[src/rtl/decoder_scan_if.sv]
// Bundles the decoder's control inputs and registered decode outputs.
// The block drives the slave side; the controller or testbench drives the master side.
interface decoder_scan_if #(
  parameter int SEL_W = 3,
  parameter int DIV_W = 8
);
  localparam int OUT_W = 2**SEL_W;

  logic             en;
  logic             mode;
  logic [SEL_W-1:0] sel;
  logic [SEL_W-1:0] last;
  logic [DIV_W-1:0] div;
  logic [OUT_W-1:0] D;
  logic [SEL_W-1:0] idx;
  logic             wrap;

  modport master (
    output en, mode, sel, last, div,
    input  D, idx, wrap
  );

  modport slave (
    input  en, mode, sel, last, div,
    output D, idx, wrap
  );
endinterface

[src/rtl/decoder_scan.sv]
// Registered N-to-2^N one-hot decoder with a direct-select mode and a
// prescaled auto-scan mode that emits the active index and a wrap pulse.
module decoder_scan #(
  parameter int SEL_W      = 3,
  parameter int DIV_W      = 8,
  parameter bit ACTIVE_LOW = 1'b0
) (
  input  logic           clk,
  input  logic           rst_n,
  decoder_scan_if.slave  bus
);
  localparam int OUT_W = 2**SEL_W;
  localparam logic [OUT_W-1:0] D_OFF = ACTIVE_LOW ? {OUT_W{1'b1}} : {OUT_W{1'b0}};

  typedef enum logic [1:0] {IDLE, DIRECT, SCAN} state_t;

  state_t           state;
  logic [DIV_W-1:0] pre;
  logic [SEL_W-1:0] cnt;
  logic [OUT_W-1:0] d_p0;
  logic [SEL_W-1:0] idx_p0;
  logic             wrap_p0;

  logic             step_wrap;
  logic [SEL_W-1:0] cnt_step;

  function automatic logic [OUT_W-1:0] decode(input logic [SEL_W-1:0] s);
    logic [OUT_W-1:0] v;
    v    = '0;
    v[s] = 1'b1;
    return ACTIVE_LOW ? ~v : v;
  endfunction

  // >= compares let a lowered last/div take effect on the very next step
  // instead of running the counter up to its width limit.
  assign step_wrap = (cnt >= bus.last);
  assign cnt_step  = step_wrap ? '0 : cnt + SEL_W'(1);

  always_ff @(posedge clk or negedge rst_n) begin
    if (!rst_n) begin
      state   <= IDLE;
      pre     <= '0;
      cnt     <= '0;
      d_p0    <= D_OFF;
      idx_p0  <= '0;
      wrap_p0 <= 1'b0;
    end else begin
      wrap_p0 <= 1'b0;
      if (!bus.en) begin
        state <= IDLE;
        pre   <= '0;
        d_p0  <= D_OFF;
      end else if (!bus.mode) begin
        state  <= DIRECT;
        pre    <= '0;
        cnt    <= '0;
        d_p0   <= decode(bus.sel);
        idx_p0 <= bus.sel;
      end else begin
        state <= SCAN;
        if (state != SCAN) begin
          // Any entry into scan, including the first edge after reset, restarts at index 0.
          pre    <= '0;
          cnt    <= '0;
          d_p0   <= decode('0);
          idx_p0 <= '0;
        end else if (pre >= bus.div) begin
          pre     <= '0;
          cnt     <= cnt_step;
          d_p0    <= decode(cnt_step);
          idx_p0  <= cnt_step;
          wrap_p0 <= step_wrap;
        end else begin
          pre <= pre + DIV_W'(1);
        end
      end
    end
  end

  assign bus.D    = d_p0;
  assign bus.idx  = idx_p0;
  assign bus.wrap = wrap_p0;
endmodule

[src/flat_wrapper.sv]
// flat-port wrapper written by rule: the top's interface ports become plain ports
module decoder_scan_flat 
#(
  parameter int SEL_W      = 3,
  parameter int DIV_W      = 8,
  parameter bit ACTIVE_LOW = 1'b0
)
  (clk, rst_n, bus_en, bus_mode, bus_sel, bus_last, bus_div, bus_D, bus_idx, bus_wrap);
  decoder_scan_if #(.SEL_W(SEL_W), .DIV_W(DIV_W)) bus_i ();
  input  logic clk;
  input  logic rst_n;
  input wire logic [$bits(bus_i.en)-1:0] bus_en;
  input wire logic [$bits(bus_i.mode)-1:0] bus_mode;
  input wire logic [$bits(bus_i.sel)-1:0] bus_sel;
  input wire logic [$bits(bus_i.last)-1:0] bus_last;
  input wire logic [$bits(bus_i.div)-1:0] bus_div;
  output wire logic [$bits(bus_i.D)-1:0] bus_D;
  output wire logic [$bits(bus_i.idx)-1:0] bus_idx;
  output wire logic [$bits(bus_i.wrap)-1:0] bus_wrap;
  assign bus_i.en = bus_en;
  assign bus_i.mode = bus_mode;
  assign bus_i.sel = bus_sel;
  assign bus_i.last = bus_last;
  assign bus_i.div = bus_div;
  assign bus_D = bus_i.D;
  assign bus_idx = bus_i.idx;
  assign bus_wrap = bus_i.wrap;
  decoder_scan #(.SEL_W(SEL_W), .DIV_W(DIV_W), .ACTIVE_LOW(ACTIVE_LOW)) u_core (.clk(clk), .rst_n(rst_n), .bus(bus_i));
endmodule
[config.mk]
export PLATFORM = sky130hd
export DESIGN_NAME = decoder_scan_flat
export DESIGN_NICKNAME = d
export VERILOG_FILES = /design/src/rtl/decoder_scan_if.sv /design/src/rtl/decoder_scan.sv /design/src/flat_wrapper.sv
export SDC_FILE = /design/constraint.sdc
export NUM_CORES = 1
export LEC_CHECK = 0
export CORE_MARGIN = 1.5
export CORE_UTILIZATION = 40
export CTS_CLUSTER_DIAMETER = 60
export CTS_CLUSTER_SIZE = 8
export DETAILED_ROUTE_END_ITERATION = 6
export MAX_ROUTING_LAYER = met4
export PLACE_DENSITY = 0.67
export SLEW_MARGIN = 30
export SYNTH_ARGS = -nofsm -noshare
export SYNTH_HDL_FRONTEND = slang
export SYNTH_SLANG_ARGS = --single-unit
export TNS_END_PERCENT = 5
[constraint.sdc]
create_clock -name clk -period 2.4 [get_ports clk]
set_input_delay 0.36 -clock clk [delete_from_list [all_inputs] [get_ports clk]]
set_output_delay 0.36 -clock clk [all_outputs]
set_load 0.02 [all_outputs]
Word level (Yosys, flattened, before mapping). Index checks and enable logic that the tools add are counted.

$add $sub $neg: 2. $lt $le $gt $ge: 6. Equal/unequal tests: 3. Multiplexer cells: 23. Reduce and logical (&&, ||, !) cells: 3.

Operators with widths (number): $mux 8 (8); $mux 3 (5); $add 8x1->8 const B (1); $ge 8x8->1 (1); $lt 3x4->1 const B (2); $demux 1 s3 (2); $ge 3x1->1 const B (2); $mux 1 (6); $mux 2 (2); $ne 4x2->1 const B (1); $add 3x1->3 const B (1); $ge 3x3->1 (1); $ne 3x1->1 const B (1); $logic_and 1x1->1 (2); $ne 2x2->1 const B (1); $reduce_and 2->1 (1).

Flip-flop bits (word level): 25. Input port bits: 18. Output and inout port bits: 12. Word-level logic and storage cells: 43.

Logic depth before layout (Yosys ltp).
Depth after elaboration: 10. Depth in mapped cells: 8. Mapped depth without buffers: 7.

Worst setup path after synthesis. No wires, ideal clock.

Path kind: input to register. Start: in bus_div[7]. End: reg u_core.d_p0[0], in the netlist u_core.bus.D[0]. Library setup time: 0.125 ns. Data arrival time: 1.804 ns. Data required time: 2.275 ns. Path slack: 0.471 ns. Cell stages on the path: 7. Buffers on the path: 1. Cell sequence: inv_1 -> ha_1 -> a21oi_1 -> nand3_1 -> clkbuf_1 -> nor3_4 -> mux2_2.

Cells in the longest elaborated chain, start to end: 2.

RTL lines: start: declaration (line flat_wrapper.sv:16) `input wire logic [$bits(bus_i.div)-1:0] bus_div;`; $ge 8x8->1 (line decoder_scan.sv:67) `end else if (pre >= bus.div) begin`; $ne 4x2->1 (no line); end signal: assignment (line decoder_scan.sv:57) `d_p0 <= decode(bus.sel);`; end signal: assignment (line decoder_scan.sv:65) `d_p0 <= decode('0);`; end signal: assignment (line decoder_scan.sv:70) `d_p0 <= decode(cnt_step);`; end: declaration (line decoder_scan.sv:20) `logic [OUT_W-1:0] d_p0;`.

No other way between the ends. A chain may end at the register's enable or synchronous reset.

Worst setup path after layout.
Start: in bus_div[7]. End: reg u_core.d_p0[5], in the netlist u_core.bus.D[5].

Same word-level chain as after synthesis.

==> reports/qor.log <==
[floorplanning] Rows 21
[job] number of max-capacitance violations reported 0
[sta] Relative slew margins 71.8%
[logic_synthesis] library cell with the largest summed area after synthesis dfrtp_1
[layout] Area growth syn-to-layout 28.5%
[grt] number of antenna violations at the first check in global routing 0
[clock_network] Clock Pin Slew Worst Setup and Hold Paths 0.09 ns
[layout] most common cell after layout, fill and taps aside clkdlybuf4s50_1
[power] Gate power share 17.1%
[clock_network] number of gates resized after cts 0
[placement] global placer's final weighted congestion 0.878
[drt] average detailed-routed wire length per instance 14.1 um
[logic_synthesis] total number of yosys warnings 0
[layout] ratio of cells with drive above 1 in the final layout 10.8%
[clock_network] number of setup buffers added after CTS 0
[drt] 1st-iter DRT viols 52
[worst_setup_path] worst path cell trace clkdlybuf4s50_1, inv_1, ha_1, a21oi_1, nand3_1, o31a_1, buf_4, a22o_1
[sta] pins over their slew limit 0
[drt] Detail Route Antenna Nets 0
[grt] vias in the first global route 1360
[floorplanning] count of boundary I/O pins 30
[worst_setup_path] kind of capture point of the worst setup path flop
[grt] overall track demand over capacity in global routing 18.4%
[clock_network] count of clock tree sinks 25
[drt] total vias in the final route 1228
[logic_synthesis] area of the mapped netlist 1480 um2
[logic_synthesis] sequential-to-total area share from yosys stat 42.3%
[sta] share of the cycle needed by the critical path after routing 94.3%
[layout] commonest cells after routing, fill and taps aside clkdlybuf4s50_1, dfrtp_1, inv_1
[sta] worst clock skew on the final layout 0.00497 ns
[floorplanning] initial core utilization 43.0%
[sta] Max Freq 0.442 GHz
[power] share of power burned in registers 53.1%
[sta] transition at the pin with the smallest max-transition slack 0.421 ns
[placement] count of input and output buffers 29
[logic_synthesis] post-synth net total 180
[layout] Finished Cell Area 1900 um2
[logic_synthesis] synthesized netlist cell count 149
[worst_setup_path] CP bufs+invs 3
[sta] final setup slack of the worst path 0.137 ns
[clock_network] CTS tree built
[layout] Final nets 217
[grt] wire length of the first global-routing pass 5840 um
[placement] instance count after placement with tap cells included 227
[worst_setup_path] flop-to-flop setup slack 0.29 ns
[floorplanning] die area 4070 um2
[grt] largest net degree at the start of global routing 26
[logic_synthesis] proportion of netlist area held by the largest area contributor 42.3%
[power] clock network fraction of design power 29.8%
[sta] setup repair after global routing missed its margin no
[power] maximum resistive drop on vdd 0.278 mV
[floorplanning] overall die width 63.8 um
[layout] filler instances 320
[clock_network] Post-CTS Hold Fix Bufs 0
[worst_setup_path] R2R Path Start u_core.pre[0]$_DFF_PN0_
[sta] Final min period 2.26 ns
[drt] count of unresolved DRC violations after routing 0
[worst_setup_path] CP Depth 8
[power] overall power 0.831 mW
[worst_hold_path] HP Class primary input to asynchronous set/reset pin
[sta] endpoints failing hold 0
[worst_setup_path] cell family with the largest share of critical-path delay compound AO/OA/AOI/OAI gates
[clock_network] number of buffers between clock root and the deepest sink 2
[clock_network] cts bufs inserted 3
[power] power density over cell area 437 nW/um2
[grt] Overflow after GRT 0
[floorplanning] Die H 63.8 um
[power] switching part of the total 25.1%
[power] Static Leak 0.879 nW
[clock_network] library cell used as clock root buffer clkbuf_8
[clock_network] source-to-sink clock delay at the later pin of the worst-skew pair 0.27 ns
[placement] HPWL after detailed placement 2560 um
[run_status] result of the run completed
[worst_setup_path] worst path arrival time 2.43 ns
[worst_setup_path] endpoint of the worst-slack reg-to-reg timing path u_core.bus.D[4]$_DFFE_PN0P_
[worst_setup_path] Max stage delay on crit path 0.47 ns
[logic_synthesis] top cells by area in the synthesized netlist dfrtp_1, ha_1, inv_1, mux2_2, nor4_1
[power] net switching power 0.208 mW
[logic_synthesis] register bit total from synthesis 25
[worst_setup_path] CP max-delay cell o31a_1
[sta] total setup violations reported at the end of the flow 0
[clock_network] H-tree level count 1
[worst_setup_path] CP Launch Point bus_div[7]
[drt] detailed-routing iteration count for the pre-antenna-repair pass 4
[worst_setup_path] CP max FO 7
[sta] worst-case hold slack 0.439 ns
[worst_setup_path] critical path data required time 2.56 ns
[logic_synthesis] mean area per synthesized cell 9.93 um2
[worst_setup_path] element type at the critical path start primary input
[layout] final instance count without filler cells 231
[worst_setup_path] Critical Setup Path Class primary input to flop
[layout] diode count 0
[placement] cell area after placement 1850 um2
[drt] final wirelength 3260 um
[placement] worst setup timing slack at the placement stage -0.176 ns
[worst_setup_path] Register-to-Register Path Depth 7
[logic_synthesis] unique cell type count in the Yosys netlist 40
[power] internal power summed over all cells 0.623 mW
[drt] DR vias/cell 5.32
[floorplanning] placeable core area 3440 um2
[worst reg2reg max path, stage by stage (launching register included)]
cell and delay [ns]:
dfrtp_1 0.41, inv_1 0.06, ha_1 0.26, o21ai_0 0.17, a221oi_1 0.14, buf_4 0.20
nor3_4 0.39, mux2_2 0.38
[per-layer routing]
metal | GRT usage, % | vias up | share of wire, %
met1 | 22.3 | 586 | 45
met5 | - | - | 0
li1 | - | 602 | -
met2 | 32.6 | 35 | 50
met4 | 4.89 | 0 | 1.2
met3 | 2.11 | 5 | 3.6
[stage by stage]
stage | TNS [ns] | util (%)
final | 0 | 55.2
after global routing | 0 | 55.2
after CTS | 0 | 55.2
after detailed placement | -1.27 | 53.9
after global placement | -0.786 | 53.9
after floorplan | 0 | -
[layout make-up]
type                       count  area, um2  area share [%]
multi-input combinational    102        761            40.0
sequential                    25        626            32.9
timing repair buffer          36        343            18.0
inverter                      18       67.6            3.55
tap                           46       57.6            3.03
clock buffer                   3       41.3            2.17
clock inverter                 1       5.00           0.263
[registers in the layout, summed over array words and instances, names as in the netlist]
register	flops
u_core.cnt	3
u_core.state	2
u_core.bus.D	8
u_core.bus.idx	3
u_core.pre	8
u_core.bus.wrap	1
[kinds of logic after synthesis]
group	share of synthesized area, %
xor gates and xnor gates	4.15
DFF	42.3
buffers and inverters	6.26
and+or+nand+nor	18.5
adders and majority gates	11.0
muxes	5.25
AOI/OAI and AO/OA	12.5
[power by group through the flow]
stage	clock network (mW)	logic [mW]	registers [mW]
floorplan	0	0.0538	0.460
global placement	0	0.139	0.449
detailed placement	0	0.142	0.449
CTS	0.255	0.144	0.441
global route	0.275	0.156	0.443
finish	0.248	0.142	0.441
[synth_stat cells]
library cell / number
a21oi_1: 2
a221oi_1: 1
a22o_1: 3
and2_1: 2
and2b_1: 1
and3_1: 2
buf_2: 2
buf_6: 1
clkbuf_1: 1
dfrtp_1: 25
ha_1: 13
inv_1: 18
mux2_2: 6
mux2i_1: 1
nand2_1: 9
nand2_2: 1
nand2b_1: 5
nand3_1: 7
nand3b_1: 1
nand4_1: 2
nor2_1: 4
nor2b_1: 1
nor3_1: 3
nor3_4: 1
nor4_1: 6
o2111ai_1: 1
o211ai_1: 1
o21a_1: 1
o21ai_0: 5
o22a_1: 1
o22ai_1: 5
o2bb2ai_1: 1
o31a_1: 1
o31ai_1: 1
o32ai_1: 3
or2_0: 1
or2_2: 1
or3_1: 2
xnor2_1: 3
xor2_1: 4
[worst max-delay path by stage]
stage / to / slack, ns
5_1_grt: u_core.bus.D[4]$_DFFE_PN0P_ / 0.03
3_3_place_gp: u_core.bus.D[0]$_DFFE_PN0P_ / -0.10
3_5_place_dp: u_core.bus.D[5]$_DFFE_PN0P_ / -0.18
2_1_floorplan: u_core.bus.D[0]$_DFFE_PN0P_ / 0.47
6_report: u_core.bus.D[5]$_DFFE_PN0P_ / 0.14
4_1_cts: u_core.bus.D[5]$_DFFE_PN0P_ / 0.12
(Power assumes the default switching activity.)
==> patch 1: new RTL, same settings <==
`DIV_W` is set to 8 in 3 places; all go to 6.
--- a/src/rtl/decoder_scan_if.sv
+++ b/src/rtl/decoder_scan_if.sv
@@ -2,7 +2,7 @@
 // The block drives the slave side; the controller or testbench drives the master side.
 interface decoder_scan_if #(
   parameter int SEL_W = 3,
-  parameter int DIV_W = 8
+  parameter int DIV_W = 6
 );
   localparam int OUT_W = 2**SEL_W;
 
--- a/src/rtl/decoder_scan.sv
+++ b/src/rtl/decoder_scan.sv
@@ -2,7 +2,7 @@
 // prescaled auto-scan mode that emits the active index and a wrap pulse.
 module decoder_scan #(
   parameter int SEL_W      = 3,
-  parameter int DIV_W      = 8,
+  parameter int DIV_W      = 6,
   parameter bit ACTIVE_LOW = 1'b0
 ) (
   input  logic           clk,
--- a/src/flat_wrapper.sv
+++ b/src/flat_wrapper.sv
@@ -2,7 +2,7 @@
 module decoder_scan_flat 
 #(
   parameter int SEL_W      = 3,
-  parameter int DIV_W      = 8,
+  parameter int DIV_W      = 6,
   parameter bit ACTIVE_LOW = 1'b0
 )
   (clk, rst_n, bus_en, bus_mode, bus_sel, bus_last, bus_div, bus_D, bus_idx, bus_wrap);
Ports: changed (resized bus_div); port bits go from 30 to 28. The function was not compared with the original's and may differ.
==> patch 1 against the unedited design <==
Setup slack gained 0.17 ns. Routed wire length shrank 12%. Global-route usage shrank 0.14 points. Sequential power shrank 7.3%. Total power shrank 12%. Sequential cell count shrank 2. Final area shrank 8.7%. Synthesized area shrank 9.3%. Critical path type is now reg2reg. Largest cell class unchanged. Largest power group unchanged.
==> patch 1: results (changes against the unedited design) <==
[outcome]
status=finished clean  ; unchanged

[yosys]
synth_fp_nets=152  ; was 180
synth_cell_types=39  ; was 40
yosys-top-cells-count=dfrtp_1 (23), ha_1 (11), inv_1 (11), nor2_1 (11), nand2_1 (6)  ; was dfrtp_1 (25), inv_1 (18), ha_1 (13)
syn_inst=125  ; was 149
synthTopCellsByArea=dfrtp_1 (43%), ha_1 (10%), mux2_2 (3.4%)  ; was dfrtp_1 (42%), ha_1 (11%), inv_1 (4.6%)

[drt]
met2_length_um=1390  ; was 1630 um
met1_length_um=1350  ; was 1480 um
wl_met3_um=111  ; was 117 um
drtIter0Drc=25  ; was 52
viasPerCell=5.15  ; was 5.32
drt_wl_total_um=2870  ; was 3260 um

[global_route]
grt_max_degree=24  ; was 26
met1_usage_pct=23.3  ; was 22.3%
grt_usage_pct=18.3  ; was 18.4%
met2_usage_pct=30.1  ; was 32.6%
use_met3_pct=2.35  ; was 2.11%
grt_pass1_vias=1049  ; was 1360

[place]
place_congestion=0.869  ; was 0.878
portBuffers=27  ; was 29

[timing]
finClkSkew_ns=0.00343  ; was 0.00497 ns
worstMarginPinSlew_ns=0.434  ; was 0.421 ns

[pwr]
p_leak_nw=0.798  ; was 0.879 nW
vdd_drop_max_uv=222  ; was 278 uV

[clock_network]
cts-root-buf=clkbuf_4  ; was clkbuf_8
path_clk_slew_ns=0.13  ; was 0.09 ns

[cells_and_area]
fin_cells=206  ; was 231
nets=190  ; was 217

[worst_setup_path]
setup.worst_path.end=u_core.bus.D[0]  ; was u_core.bus.D[5]
slowest_delay_ns=0.54  ; was 0.47 ns
arrival_ns=2.31  ; was 2.43 ns

==> patch 1: cell count changes in the layout (fill, tap and decap cells not counted), sizes merged, moves of 4 or more <==
cell   change
inv        -7
nand2      -4
nor4       -6
nor2       +8
o22ai      -5
==> patch 1: power breakdown <==
group / total [mW] / switching, mW / internal (mW) / leakage, nW
registers: 0.409 / 0.00938 / 0.399 / 0.313
logic: 0.135 / 0.0647 / 0.0707 / 0.466
clock network: 0.185 / 0.123 / 0.0623 / 0.0177
total: 0.729 / 0.197 / 0.532 / 0.798
==> patch 1: cells by family (layout without fill, tap and decap cells) <==
| group | after synthesis | in the layout | share of synthesized area, % |
|---|---|---|---|
| simple gates | 42 | 42 | 16.7 |
| fa+ha+maj | 11 | 11 | 10.3 |
| mux | 6 | 6 | 5.60 |
| buf+inv | 12 | 49 | 3.92 |
| flops | 23 | 23 | 42.9 |
| compound gates | 25 | 25 | 16.1 |
| xor+xnor | 6 | 6 | 4.48 |
==> patch 1: layout make-up <==
| cell class | instances | area [um2] |
|---|---|---|
| Sequential cell | 23 | 576 |
| Multi-Input combinational cell | 90 | 713 |
| Timing Repair Buffer | 34 | 323 |
| Clock inverter | 1 | 5.00 |
| Fill cell | 294 | 1390 |
| Inverter | 11 | 41.3 |
| Clock buffer | 3 | 22.5 |
| Tap cell | 44 | 55.1 |
==> patch 1: through the flow <==
stage / setup slack, ns / area [um2] / utilization (%)
2_1_floorplan: 0.460 / 1340 / -
4_1_cts: 0.299 / 1740 / 55.5
6_report: 0.303 / 1740 / 55.5
3_5_place_dp: -0.0199 / 1710 / 54.6
3_3_place_gp: 0.0451 / 1710 / 54.6
5_1_grt: 0.205 / 1740 / 55.5
==> patch 2: new RTL, same flow settings <==
Made on the original files. Reset style: synchronous (`rst_n`), changed in one clocked block.
--- a/src/rtl/decoder_scan.sv
+++ b/src/rtl/decoder_scan.sv
@@ -36,7 +36,7 @@
   assign step_wrap = (cnt >= bus.last);
   assign cnt_step  = step_wrap ? '0 : cnt + SEL_W'(1);
 
-  always_ff @(posedge clk or negedge rst_n) begin
+  always_ff @(posedge clk) begin
     if (!rst_n) begin
       state   <= IDLE;
       pre     <= '0;
Check against the original RTL: differs if rst_n is asserted again (counterexample within 4 cycles, from zero or initial values and one cycle with rst_n low); with rst_n held inactive, the same outputs for 10 cycles.
==> patch 2 against the unedited design <==
Routed wire length grew 12%. Global-route usage grew 0.98 points. Total power shrank 1.3%. Final area grew 2.3%. First-iteration DRC count grew 60%. Sequential cell count is the same. Setup slack gained 0.14 ns. Sequential share of layout area shrank 7.2 points. Synthesized area grew 0.59%. Critical endpoint is now u_core.cnt[2]. Largest cell class unchanged.
==> patch 2: results (changes against the unedited design) <==
[yosys]
yosys-top-cells-count=dfxtp_1 (25), nor3_1 (18), a21oi_1 (16)  ; was dfrtp_1 (25), inv_1 (18), ha_1 (13)
seq_area_frac_synth_pct=33.6  ; was 42.3%
synthTopCellsByArea=dfxtp_1 (34%), ha_1 (11%), nor3_1 (6.1%)  ; was dfrtp_1 (42%), ha_1 (11%), inv_1 (4.6%)
synth_warnings=0  ; unchanged
synth_cell_types=41  ; was 40
synth_edf_count=0  ; unchanged
ys_dominant_reg_cell=dfxtp_1  ; was dfrtp_1
synth_fp_nets=208  ; was 180
async_reset_ff_share_pct=0  ; was 100%
avgSynthCellArea_um2=8.40  ; was 9.93 um2

[clock_network]
path_clk_slew_ns=0.08
clk_latency_ns=0.27  ; about the same
cts-root-buf=clkbuf_8  ; unchanged
cts_made_buffers=3  ; unchanged
postCtsSetupRepairBufs=0  ; unchanged
cts_buffer_depth=2  ; unchanged
htree_num_levels=1  ; unchanged
cts.repair.resized=0  ; unchanged

[worst_setup_path]
critPathMaxFanout=4  ; was 7
r2r-end=u_core.cnt[2]  ; was u_core.bus.D[4]
r2r_slack_ns=0.35  ; was 0.29 ns
r2r_start=u_core.cnt[0]  ; was u_core.pre[0]
arrival_ns=2.32  ; was 2.43 ns
reg2regPathDepth=8  ; was 7

[place]
place_congestion=0.908  ; was 0.878
dpl_cell_area_um2=1900  ; was 1850 um2
dp_hpwl_um=2890  ; was 2560 um
portBuffers=29  ; unchanged

[cells_and_area]
fin_cells=262  ; was 231
nets=248  ; was 217
drive_gt1_share_pct=9.26  ; was 10.8%
n_antenna_cell=0  ; unchanged

[global_route]
antenna_found_initial=0  ; unchanged
grt_pass1_wl_um=6210  ; was 5840 um
grt_usage_pct=19.4  ; was 18.4%
grt_max_degree=14  ; was 26

[hold_path]
worstHoldEndpoint=u_core.pre[0]
hold_depth=1
hp-start=u_core.pre[0]
holdCritPathClass=reg2reg  ; was in2async

[timing]
worstMarginPinSlew_ns=0.638  ; was 0.421 ns
whs_ns=0.472  ; was 0.439 ns
finClkSkew_ns=0.00300  ; was 0.00497 ns

[pwr]
p_leak_nw=0.789  ; was 0.879 nW
vdd_drop_max_uv=188  ; was 278 uV

[drt]
drtPass1Iterations=4  ; unchanged
via_count=1442  ; was 1228
drtIter0Drc=83  ; was 52
wl_per_cell_um=14.0  ; was 14.1 um

[outcome]
status=finished clean  ; unchanged

## patch 2: where the power goes
part           internal, mW  switching, mW
registers             0.423        0.00469
logic                0.0728         0.0694
clock network         0.119          0.131
total                 0.615          0.205
## patch 2: worst max path at each step
stage | from | endpoint | slack [ns] | cells past startpoint
finish | bus_div[0] | u_core.cnt[2] | 0.28 | 8
global placement | bus_div[0] | u_core.bus.idx[1] | 0.04 | 8
global route | bus_div[2] | u_core.cnt[2] | 0.11 | 9
detailed placement | bus_div[0] | u_core.cnt[2] | -0.007 | 8
floorplan | u_core.pre[0] | u_core.bus.D[1] | 0.49 | 8
CTS | bus_div[0] | u_core.cnt[2] | 0.27 | 8
## patch 2: final cells by class
type | count | area [um2]
flip-flops and latches | 25 | 500
well taps | 46 | 57.6
multi-input cells | 132 | 900
clock buffers | 4 | 45.0
repair buffers | 40 | 385
fillers | 319 | 1500
inverters | 15 | 56.3
## patch 2: metal layers
layer / wire [um] / part of all wire (%) / track usage, %
met1: 1750 / 48 / 25.1
met2: 1720 / 47 / 31.5
met3: 157 / 4.3 / 2.46
met4: 42 / 1.1 / 6.25
met5: 0 / 0 / -
## patch 2: kinds of logic after synthesis
kind of cell,share of synthesized area [%]
simple gates,22.7
compound gates,22.1
flops,33.6
buf+inv,5.89
fa+ha+maj,10.9
xor+xnor,4.71
## patch 2: critical path: stages
cell and delay [ns]:
clkdlybuf4s50_1 0.41, ha_1 0.29, nand2b_4 0.15, a2111oi_4 0.41
o2111a_2 0.32, buf_4 0.14, o31ai_1 0.07, a21oi_1 0.17
## patch 2: stage by stage
step | worst slack, ns | setup TNS [ns]
finish | 0.277 | 0
global route | 0.112 | 0
CTS | 0.271 | 0
detailed placement | -0.00689 | -0.00689
global placement | 0.0356 | 0
floorplan | 0.490 | 0
